File: src/rtl/spi_pkg.sv
// Shared types and constants for the SPI slave: FSM states, default word width
// and the supported SPI mode.
package spi_pkg;

    localparam int DEFAULT_DATA_W = 8;

    // {CPOL, CPHA}; only mode 0 is implemented.
    localparam logic [1:0] SPI_MODE = 2'd0;

    typedef enum logic {
        IDLE,
        SHIFT
    } state_e;

endpackage

File: src/rtl/spi_sync.sv
// Multi-flop synchroniser for one asynchronous SPI pin, with edge detection
// derived from the synchronised level and its previous value.
module spi_sync #(
    parameter int   SYNC_STAGES = 2,
    parameter logic RST_VAL     = 1'b0
) (
    input  logic clk_i,
    input  logic areset_i,
    input  logic d_i,
    output logic level_o,
    output logic rise_o,
    output logic fall_o
);

    logic [SYNC_STAGES-1:0] sync_q;
    logic                   prev_q;

    always_ff @(posedge clk_i or posedge areset_i) begin
        if (areset_i) begin
            sync_q <= {SYNC_STAGES{RST_VAL}};
            prev_q <= RST_VAL;
        end else begin
            sync_q <= {sync_q[SYNC_STAGES-2:0], d_i};
            prev_q <= sync_q[SYNC_STAGES-1];
        end
    end

    assign level_o = sync_q[SYNC_STAGES-1];
    assign rise_o  = sync_q[SYNC_STAGES-1] & ~prev_q;
    assign fall_o  = ~sync_q[SYNC_STAGES-1] & prev_q;

endmodule

File: src/rtl/spi_slave.sv
// Mode-0 SPI responder: oversamples SCLK/CS/MOSI on clk_i, assembles RX words
// and shifts a preloaded TX word out on MISO, MSB first, back-to-back per CS.
module spi_slave
    import spi_pkg::*;
#(
    parameter int DATA_W      = DEFAULT_DATA_W,
    parameter int SYNC_STAGES = 2
) (
    input  logic              clk_i,
    input  logic              areset_i,
    input  logic              sclk_i,
    input  logic              cs_i,
    input  logic              mosi_i,
    output logic              miso_o,
    input  logic [DATA_W-1:0] tx_data_i,
    input  logic              tx_valid_i,
    output logic              tx_ready_o,
    output logic [DATA_W-1:0] rx_data_o,
    output logic              rx_valid_o,
    output logic              busy_o,
    output logic              underrun_o
);

    localparam int               CNT_W    = $clog2(DATA_W) + 1;
    localparam logic [CNT_W-1:0] LAST_BIT = CNT_W'(DATA_W - 1);

    logic sclk_level_unused, sclk_rise, sclk_fall;
    logic cs_level, cs_rise, cs_fall;
    logic mosi_s, mosi_rise_unused, mosi_fall_unused;
    logic lead_edge, trail_edge;

    spi_sync #(.SYNC_STAGES(SYNC_STAGES), .RST_VAL(1'b0)) u_sync_sclk (
        .clk_i    (clk_i),
        .areset_i (areset_i),
        .d_i      (sclk_i),
        .level_o  (sclk_level_unused),
        .rise_o   (sclk_rise),
        .fall_o   (sclk_fall)
    );

    // CS idles high, so its chain resets to 1 to avoid a phantom select.
    spi_sync #(.SYNC_STAGES(SYNC_STAGES), .RST_VAL(1'b1)) u_sync_cs (
        .clk_i    (clk_i),
        .areset_i (areset_i),
        .d_i      (cs_i),
        .level_o  (cs_level),
        .rise_o   (cs_rise),
        .fall_o   (cs_fall)
    );

    spi_sync #(.SYNC_STAGES(SYNC_STAGES), .RST_VAL(1'b0)) u_sync_mosi (
        .clk_i    (clk_i),
        .areset_i (areset_i),
        .d_i      (mosi_i),
        .level_o  (mosi_s),
        .rise_o   (mosi_rise_unused),
        .fall_o   (mosi_fall_unused)
    );

    assign lead_edge  = SPI_MODE[1] ? sclk_fall : sclk_rise;
    assign trail_edge = SPI_MODE[1] ? sclk_rise : sclk_fall;

    state_e              state_q, state_d;
    logic [CNT_W-1:0]    cnt_q, cnt_d;
    logic [DATA_W-1:0]   hold_q, hold_d;
    logic                hold_full_q, hold_full_d;
    logic [DATA_W-1:0]   tx_shift_q, tx_shift_d;
    logic [DATA_W-1:0]   rx_shift_q, rx_shift_d;
    logic [DATA_W-1:0]   rx_data_q, rx_data_d;
    logic                rx_valid_q, rx_valid_d;
    logic                underrun_q, underrun_d;
    logic                udr_pend_q, udr_pend_d;
    logic                miso_q, miso_d;
    logic [DATA_W-1:0]   rx_word;
    logic                word_done;

    assign rx_word   = {rx_shift_q[DATA_W-2:0], mosi_s};
    assign word_done = lead_edge && (cnt_q == LAST_BIT);

    always_ff @(posedge clk_i or posedge areset_i) begin
        if (areset_i) begin
            state_q     <= IDLE;
            cnt_q       <= '0;
            hold_q      <= '0;
            hold_full_q <= 1'b0;
            tx_shift_q  <= '0;
            rx_shift_q  <= '0;
            rx_data_q   <= '0;
            rx_valid_q  <= 1'b0;
            underrun_q  <= 1'b0;
            udr_pend_q  <= 1'b0;
            miso_q      <= 1'b0;
        end else begin
            state_q     <= state_d;
            cnt_q       <= cnt_d;
            hold_q      <= hold_d;
            hold_full_q <= hold_full_d;
            tx_shift_q  <= tx_shift_d;
            rx_shift_q  <= rx_shift_d;
            rx_data_q   <= rx_data_d;
            rx_valid_q  <= rx_valid_d;
            underrun_q  <= underrun_d;
            udr_pend_q  <= udr_pend_d;
            miso_q      <= miso_d;
        end
    end

    always_comb begin
        state_d     = state_q;
        cnt_d       = cnt_q;
        hold_d      = hold_q;
        hold_full_d = hold_full_q;
        tx_shift_d  = tx_shift_q;
        rx_shift_d  = rx_shift_q;
        rx_data_d   = rx_data_q;
        rx_valid_d  = 1'b0;
        underrun_d  = 1'b0;
        udr_pend_d  = udr_pend_q;
        miso_d      = miso_q;

        // A consume only happens while full, a load only while empty: no bypass.
        if (tx_valid_i && !hold_full_q) begin
            hold_d      = tx_data_i;
            hold_full_d = 1'b1;
        end

        unique case (state_q)
            IDLE: begin
                if (cs_fall) begin
                    state_d    = SHIFT;
                    cnt_d      = '0;
                    rx_shift_d = '0;
                    udr_pend_d = 1'b0;
                    if (hold_full_q) begin
                        tx_shift_d  = hold_q;
                        hold_full_d = 1'b0;
                        miso_d      = hold_q[DATA_W-1];
                    end else begin
                        tx_shift_d = '0;
                        miso_d     = 1'b0;
                        underrun_d = 1'b1;
                    end
                end
            end

            SHIFT: begin
                if (cs_rise) begin
                    if (word_done) begin
                        rx_data_d  = rx_word;
                        rx_valid_d = 1'b1;
                    end
                    state_d    = IDLE;
                    cnt_d      = '0;
                    rx_shift_d = '0;
                    tx_shift_d = '0;
                    udr_pend_d = 1'b0;
                    miso_d     = 1'b0;
                end else if (lead_edge) begin
                    rx_shift_d = rx_word;
                    // An empty reload only counts as underrun once the next word
                    // really starts; a CS release in between cancels it.
                    if (udr_pend_q) begin
                        underrun_d = 1'b1;
                        udr_pend_d = 1'b0;
                    end
                    if (word_done) begin
                        cnt_d      = '0;
                        rx_data_d  = rx_word;
                        rx_valid_d = 1'b1;
                        if (hold_full_q) begin
                            tx_shift_d  = hold_q;
                            hold_full_d = 1'b0;
                        end else begin
                            tx_shift_d = '0;
                            udr_pend_d = 1'b1;
                        end
                    end else begin
                        cnt_d = cnt_q + CNT_W'(1);
                    end
                end else if (trail_edge) begin
                    // Counter at 0 means a fresh word was just reloaded: present
                    // its MSB instead of shifting.
                    if (cnt_q == '0) begin
                        miso_d = tx_shift_q[DATA_W-1];
                    end else begin
                        tx_shift_d = {tx_shift_q[DATA_W-2:0], 1'b0};
                        miso_d     = tx_shift_q[DATA_W-2];
                    end
                end
            end

            default: state_d = IDLE;
        endcase
    end

    assign miso_o     = miso_q;
    assign tx_ready_o = ~hold_full_q;
    assign rx_data_o  = rx_data_q;
    assign rx_valid_o = rx_valid_q;
    assign busy_o     = ~cs_level;
    assign underrun_o = underrun_q;

endmodule
File: config.mk
export PLATFORM = sky130hd
export DESIGN_NAME = spi_slave
export DESIGN_NICKNAME = d
export VERILOG_FILES = /design/src/rtl/spi_pkg.sv /design/src/rtl/spi_sync.sv /design/src/rtl/spi_slave.sv
export SDC_FILE = /design/constraint.sdc
export NUM_CORES = 1
export LEC_CHECK = 0
export ABC_CLOCK_PERIOD_IN_PS = 2300
export CAP_MARGIN = 20
export CORE_MARGIN = 2
export CORE_UTILIZATION = 54
export DETAILED_ROUTE_END_ITERATION = 16
export GPL_TIMING_DRIVEN = 0
export MAX_ROUTING_LAYER = met4
export PLACE_DENSITY = 0.85
export REMOVE_ABC_BUFFERS = 1
export SLEW_MARGIN = 10
export SYNTH_ARGS = -nofsm -noshare
export SYNTH_HDL_FRONTEND = slang
export SYNTH_SLANG_ARGS = --single-unit
File: constraint.sdc
create_clock -name clk_i -period 2.3 [get_ports clk_i]
set_input_delay 0.345 -clock clk_i [delete_from_list [all_inputs] [get_ports clk_i]]
set_output_delay 0.345 -clock clk_i [all_outputs]
set_load 0.01 [all_outputs]
Yosys cells after proc, flatten, opt, wreduce, memory -nomap -nowiden
Index checks and enable logic that the tools add are counted.

word-level totals
  register bits = 49
  output and inout port bits = 13

operators by class
  $add $sub $neg = 1
  equality and inequality tests = 8
  muxes and demuxes = 52
  bitwise operators = 10
  reduce and logical (&&, ||, !) cells = 9

operators with widths
  operator                                             number
  2-to-1 mux 8 bit                                     10
  2-to-1 mux 1 bit                                     27
  2-to-1 mux 7 bit                                     3
  2-to-1 mux 4 bit                                     4
  case mux 8 bit (2 select lines)                      1
  case mux 7 bit (2 select lines)                      1
  case mux 1 bit (2 select lines)                      5
  != test 3 bit, second input constant                 3
  != test 4 bit, second input constant                 2
  case mux 4 bit (2 select lines)                      1
  inverter 1 bit                                       6
  adder 4 x 1 -> 4 bit, second input constant          1
  bitwise AND 1 bit                                    4
  equality test 4 x 3 -> 1 bit, second input constant  1
  zero test 4 bit                                      1
  != test 4 x 3 -> 1 bit, second input constant        1
  AND reduction 2 bit                                  2
  AND reduction 4 bit                                  1
  AND reduction 3 bit                                  1
  logical AND 1 bit                                    2
  != test 2 bit, second input constant                 1
  nonzero test 2 bit                                   1
  zero test 1 bit                                      1

Depth between registers and ports, before layout
  depth after elaboration = 8
  gate-level depth with buffers = 6
  depth with buffers taken out = 6

Modules after synthesis
From an unflattened synthesis, not the netlist that was laid out.

second synthesis, totals
  cells, all modules = 169
  area, all modules = 2115.8 um2

by module, submodules not included
  module                      instances  cells each  area each (um2)  seq. area each (um2)
  spi_slave                   1          151         1830.5           1026.0
  spi_sync (u_sync_mosi ...)  2          6           93.8             75.1
  spi_sync (u_sync_cs)        1          6           97.6             78.8

Worst setup path before layout
Ideal clock, no wire load.

  path type = register to register
  from = register u_sync_cs.prev_q
  to = register tx_shift_q[0]
  library setup time = 0.125 ns
  data arrival time = 1.549 ns
  required time = 2.175 ns
  path slack = 0.626 ns
  cell stages (with the launch flop) = 5
  path buffers = 0
  clock period less this slack = 1.674 ns
  path through = dfstp_2 -> nor2b_4 -> or3_4 -> o211ai_4 -> mux2_2

between the ends
  cells in the longest elaborated chain, start to end = 4
  elaborated cells between the ends (all ways) = 10
  those cells by class = eq/ne: 4; mux: 2; bitwise: 3; reduce/logical: 1

ends and longest elaborated chain
  item                                                                                     line             RTL
  from (decl)                                                                              spi_sync.sv:16   logic prev_q;
  from (signal assigned)                                                                   spi_sync.sv:24   prev_q <= sync_q[SYNC_STAGES-1];
  inverter 1 bit                                                                           spi_sync.sv:29   assign rise_o = sync_q[SYNC_STAGES-1] & ~prev_q;
  bitwise AND 1 bit                                                                        spi_sync.sv:29
  != test 4 x 3 -> 1 bit (no source line) (tied with other cells)                          --
  AND reduction 4 bit (no source line) or case mux 8 bit (2 select lines) (tied branches)  --
  to (signal assigned)                                                                     spi_slave.sv:98  tx_shift_q <= tx_shift_d;
  to (decl)                                                                                spi_slave.sv:67  logic [DATA_W-1:0] tx_shift_q, tx_shift_d;

Several ways; a longest one is shown, not always the timed one.
A chain may end at the register's enable or synchronous reset.

Worst setup path after layout
  from = register state_q
  to = register tx_shift_q[7]

between the ends
  cells in the longest elaborated chain, start to end = 3
  elaborated cells between the ends (all ways) = 7
  those cells by class = eq/ne: 4; mux: 1; bitwise: 1; reduce/logical: 1

ends and longest elaborated chain
  item                                  line             RTL
  from (decl)                           spi_slave.sv:63  state_e state_q, state_d;
  from (signal assigned)                spi_slave.sv:94  state_q <= state_d;
  inverter 1 bit                        --
  != test 2 bit (no source line)        --
  AND reduction 4 bit (no source line)  --

Several ways; a longest one is shown, not always the timed one.

==> flow_metrics.tcl <==
set metrics [dict create \
    r2r_slack_ns 0.37 \
    fill_cells 289 \
    drc 0 \
    synth-edff-count 0 \
    final_cells 232 \
    finalHoldViolCount 0 \
    cts_buffers 5 \
    root_buffer "clkbuf_8" \
    fp.dieH_um 65.8 \
    slowest_delay_ns 0.53 \
    ios 27 \
    critPathBufInv 1 \
    cp_top_family "flip-flops" \
    final_cell_mix "dfrtp_1, clkdlybuf4s50_1, mux2_2, nand2_1" \
    drtIter0Drc 118 \
    cp-startpoint "state_q" \
    worst-path-stages 4 \
    pre_cts_slack_ns 0.326 \
    ir_drop_mv 0.707 \
    drive_gt1_share_pct 22.8 \
    power-per-cell-area_nw_per_um2 912 \
    clk_latency_ns 0.30 \
    dr_total_vias 1360 \
    rsz0062_at_grt "no" \
    yosysSeqAreaShare_pct 59.7 \
    grt_pass1_vias 1353 \
    grt_overflow 0 \
    synth_area_per_cell_um2 13.3 \
    min_period_ns 1.93 \
    fin_ws_ns 0.374 \
    coreArea_um2 3660 \
    netlist_area_um2 2060 \
    ys_warn_count 0 \
    cts_tree "built" \
    final_common_cell "dfrtp_1" \
    skew_ns 0.00767 \
    wire_per_inst_um 16.0 \
    cts.repair.resized 0 \
    fmax_mhz 519 \
    period_share_pct 83.7 \
    dp.cells 224 \
    grt_first_pass_wirelength_um 6420 \
    cts_hold_buffers 0 \
    n_antenna_cell 0 \
    initial_utilization_pct 56.3 \
    ys_async_sr_fraction_pct 100 \
    clockBufferDepth 2 \
    netlist_instances 155 \
    grt_max_degree 27 \
    r2r_cells 4 \
    status "completed" \
    cp.required_ns 2.48 \
    synth.distinct_cells 37 \
    portBuffers 26 \
    tightest_slew_ns 0.799 \
    slowest_stage "dfrtp_1" \
    critPathLaunchType "flip-flop" \
    ys.flop_type "dfrtp_1" \
    rows 22 \
    clkSlewWorstSetupHoldPaths_ns 0.08 \
    drv_cap 0 \
    hpwl_um 2730 \
    worst_hold_slack_ns 0.352 \
    path_cells "inv_1 -> or3_4 -> o211ai_4 -> mux2_2" \
    slew_viol_final 0 \
    slew_headroom_pct 46.6 \
    htreeDepth 2 \
    clock-sinks 49 \
    synth_top_cell_by_area "dfrtp_1" \
    crit_end "tx_shift_q[7]" \
    antenna_found_initial 0 \
    hp-class "flip-flop to flip-flop" \
    fin_nets 199 \
    synth.top_cell.area_share_pct 55.9 \
    routed_via_density 5.86 \
    reg2reg_from "state_q" \
    gp_congestion 0.850 \
    die_w_um 65.8 \
    crit_type "flip-flop to flip-flop" \
    yosys-top-cells-area "dfrtp_1, mux2_2, dfstp_2" \
    setup_viol 0 \
    drtAntennaViolNets 0 \
    totalWireLength_um 3720 \
    syn_to_final_growth_pct 21.2 \
    tns_ns 0 \
    crit_path_max_fanout 11 \
    grt_usage_pct 20.4 \
    arrival_ns 2.11 \
    firstDrtPassIters 4 \
    r2r_end "tx_shift_q[7]" \
    p_total_mw 2.28 \
    die-area_um2 4320 \
    ys_ff_latch 49 \
    cp-end-kind "flip-flop" \
    power.leakage_nw 1.11 \
    postCtsSetupBuffers 0 \
]
[Yosys cell counts (3+ instances only)]
library cell  number
a32o_1             7
mux2_2            25
nand2b_1           5
o21ai_0            7
a22o_1             4
nand2_1            8
inv_1              8
dfrtp_1           46
buf_2              4
dfstp_2            3
nand3_1            6
[cells by family (layout without fill, tap and decap cells)]
logic type,Yosys count,in the layout,share of synthesized area (%)
buf+inv,14,43,2.79
compound gates,29,29,11.4
fa+ha+maj,2,2,1.21
simple gates,34,34,10.2
mux,27,27,14.6
flops,49,49,59.7
[power by group]
group / internal, mW / total (mW) / switching (mW)
registers: 1.04 / 1.18 / 0.141
logic: 0.291 / 0.477 / 0.186
clock network: 0.354 / 0.614 / 0.260
total: 1.69 / 2.28 / 0.587
[area by class of cell]
cell class | count | area, um2 | share of cell area [%]
tap | 48 | 60.1 | 2.41
multi-input combinational | 92 | 772 | 30.9
sequential | 49 | 1230 | 49.3
clock inverter | 1 | 30.0 | 1.20
clock buffer | 7 | 86.3 | 3.46
inverter | 8 | 30.0 | 1.20
timing repair buffer | 27 | 288 | 11.5
[stage by stage]
step / area (um2) / utilization [%]
4_1_cts: 2500 / 68.2
3_3_place_gp: 2350 / 64.3
5_1_grt: 2500 / 68.2
3_5_place_dp: 2380 / 65.0
2_1_floorplan: 2030 / -
6_report: 2500 / 68.2
[sequential cells by signal, indices dropped and copies added (netlist names)]
name	count
state_q	1
udr_pend_q	1
rx_data_o	8
u_sync_sclk.prev_q	1
rx_valid_o	1
u_sync_cs.sync_q	2
u_sync_sclk.sync_q	2
miso_o	1
tx_shift_q	8
hold_full_q	1
u_sync_mosi.sync_q	2
u_sync_cs.prev_q	1
hold_q	8
rx_shift_q	7
cnt_q	4
underrun_o	1
[worst min path at each step]
| stage | from | to | slack [ns] | cells after the start |
|---|---|---|---|---|
| detailed placement | u_sync_sclk.sync_q[0] | u_sync_sclk.sync_q[1] | 0.33 | 0 |
| CTS | u_sync_sclk.sync_q[0] | u_sync_sclk.sync_q[1] | 0.35 | 0 |
| global placement | u_sync_sclk.sync_q[0] | u_sync_sclk.sync_q[1] | 0.33 | 0 |
| floorplan | u_sync_mosi.sync_q[0] | u_sync_mosi.sync_q[1] | 0.33 | 0 |
| global route | u_sync_cs.sync_q[0] | u_sync_cs.sync_q[1] | 0.36 | 0 |
| finish | u_sync_sclk.sync_q[0] | u_sync_sclk.sync_q[1] | 0.35 | 0 |
[layer usage]
layer	wire [um]	global-route usage [%]
met4	70	7.29
met3	176	4.62
met2	1910	34.0
met1	1560	24.6
met5	0	-
(Power assumes the default switching activity.)
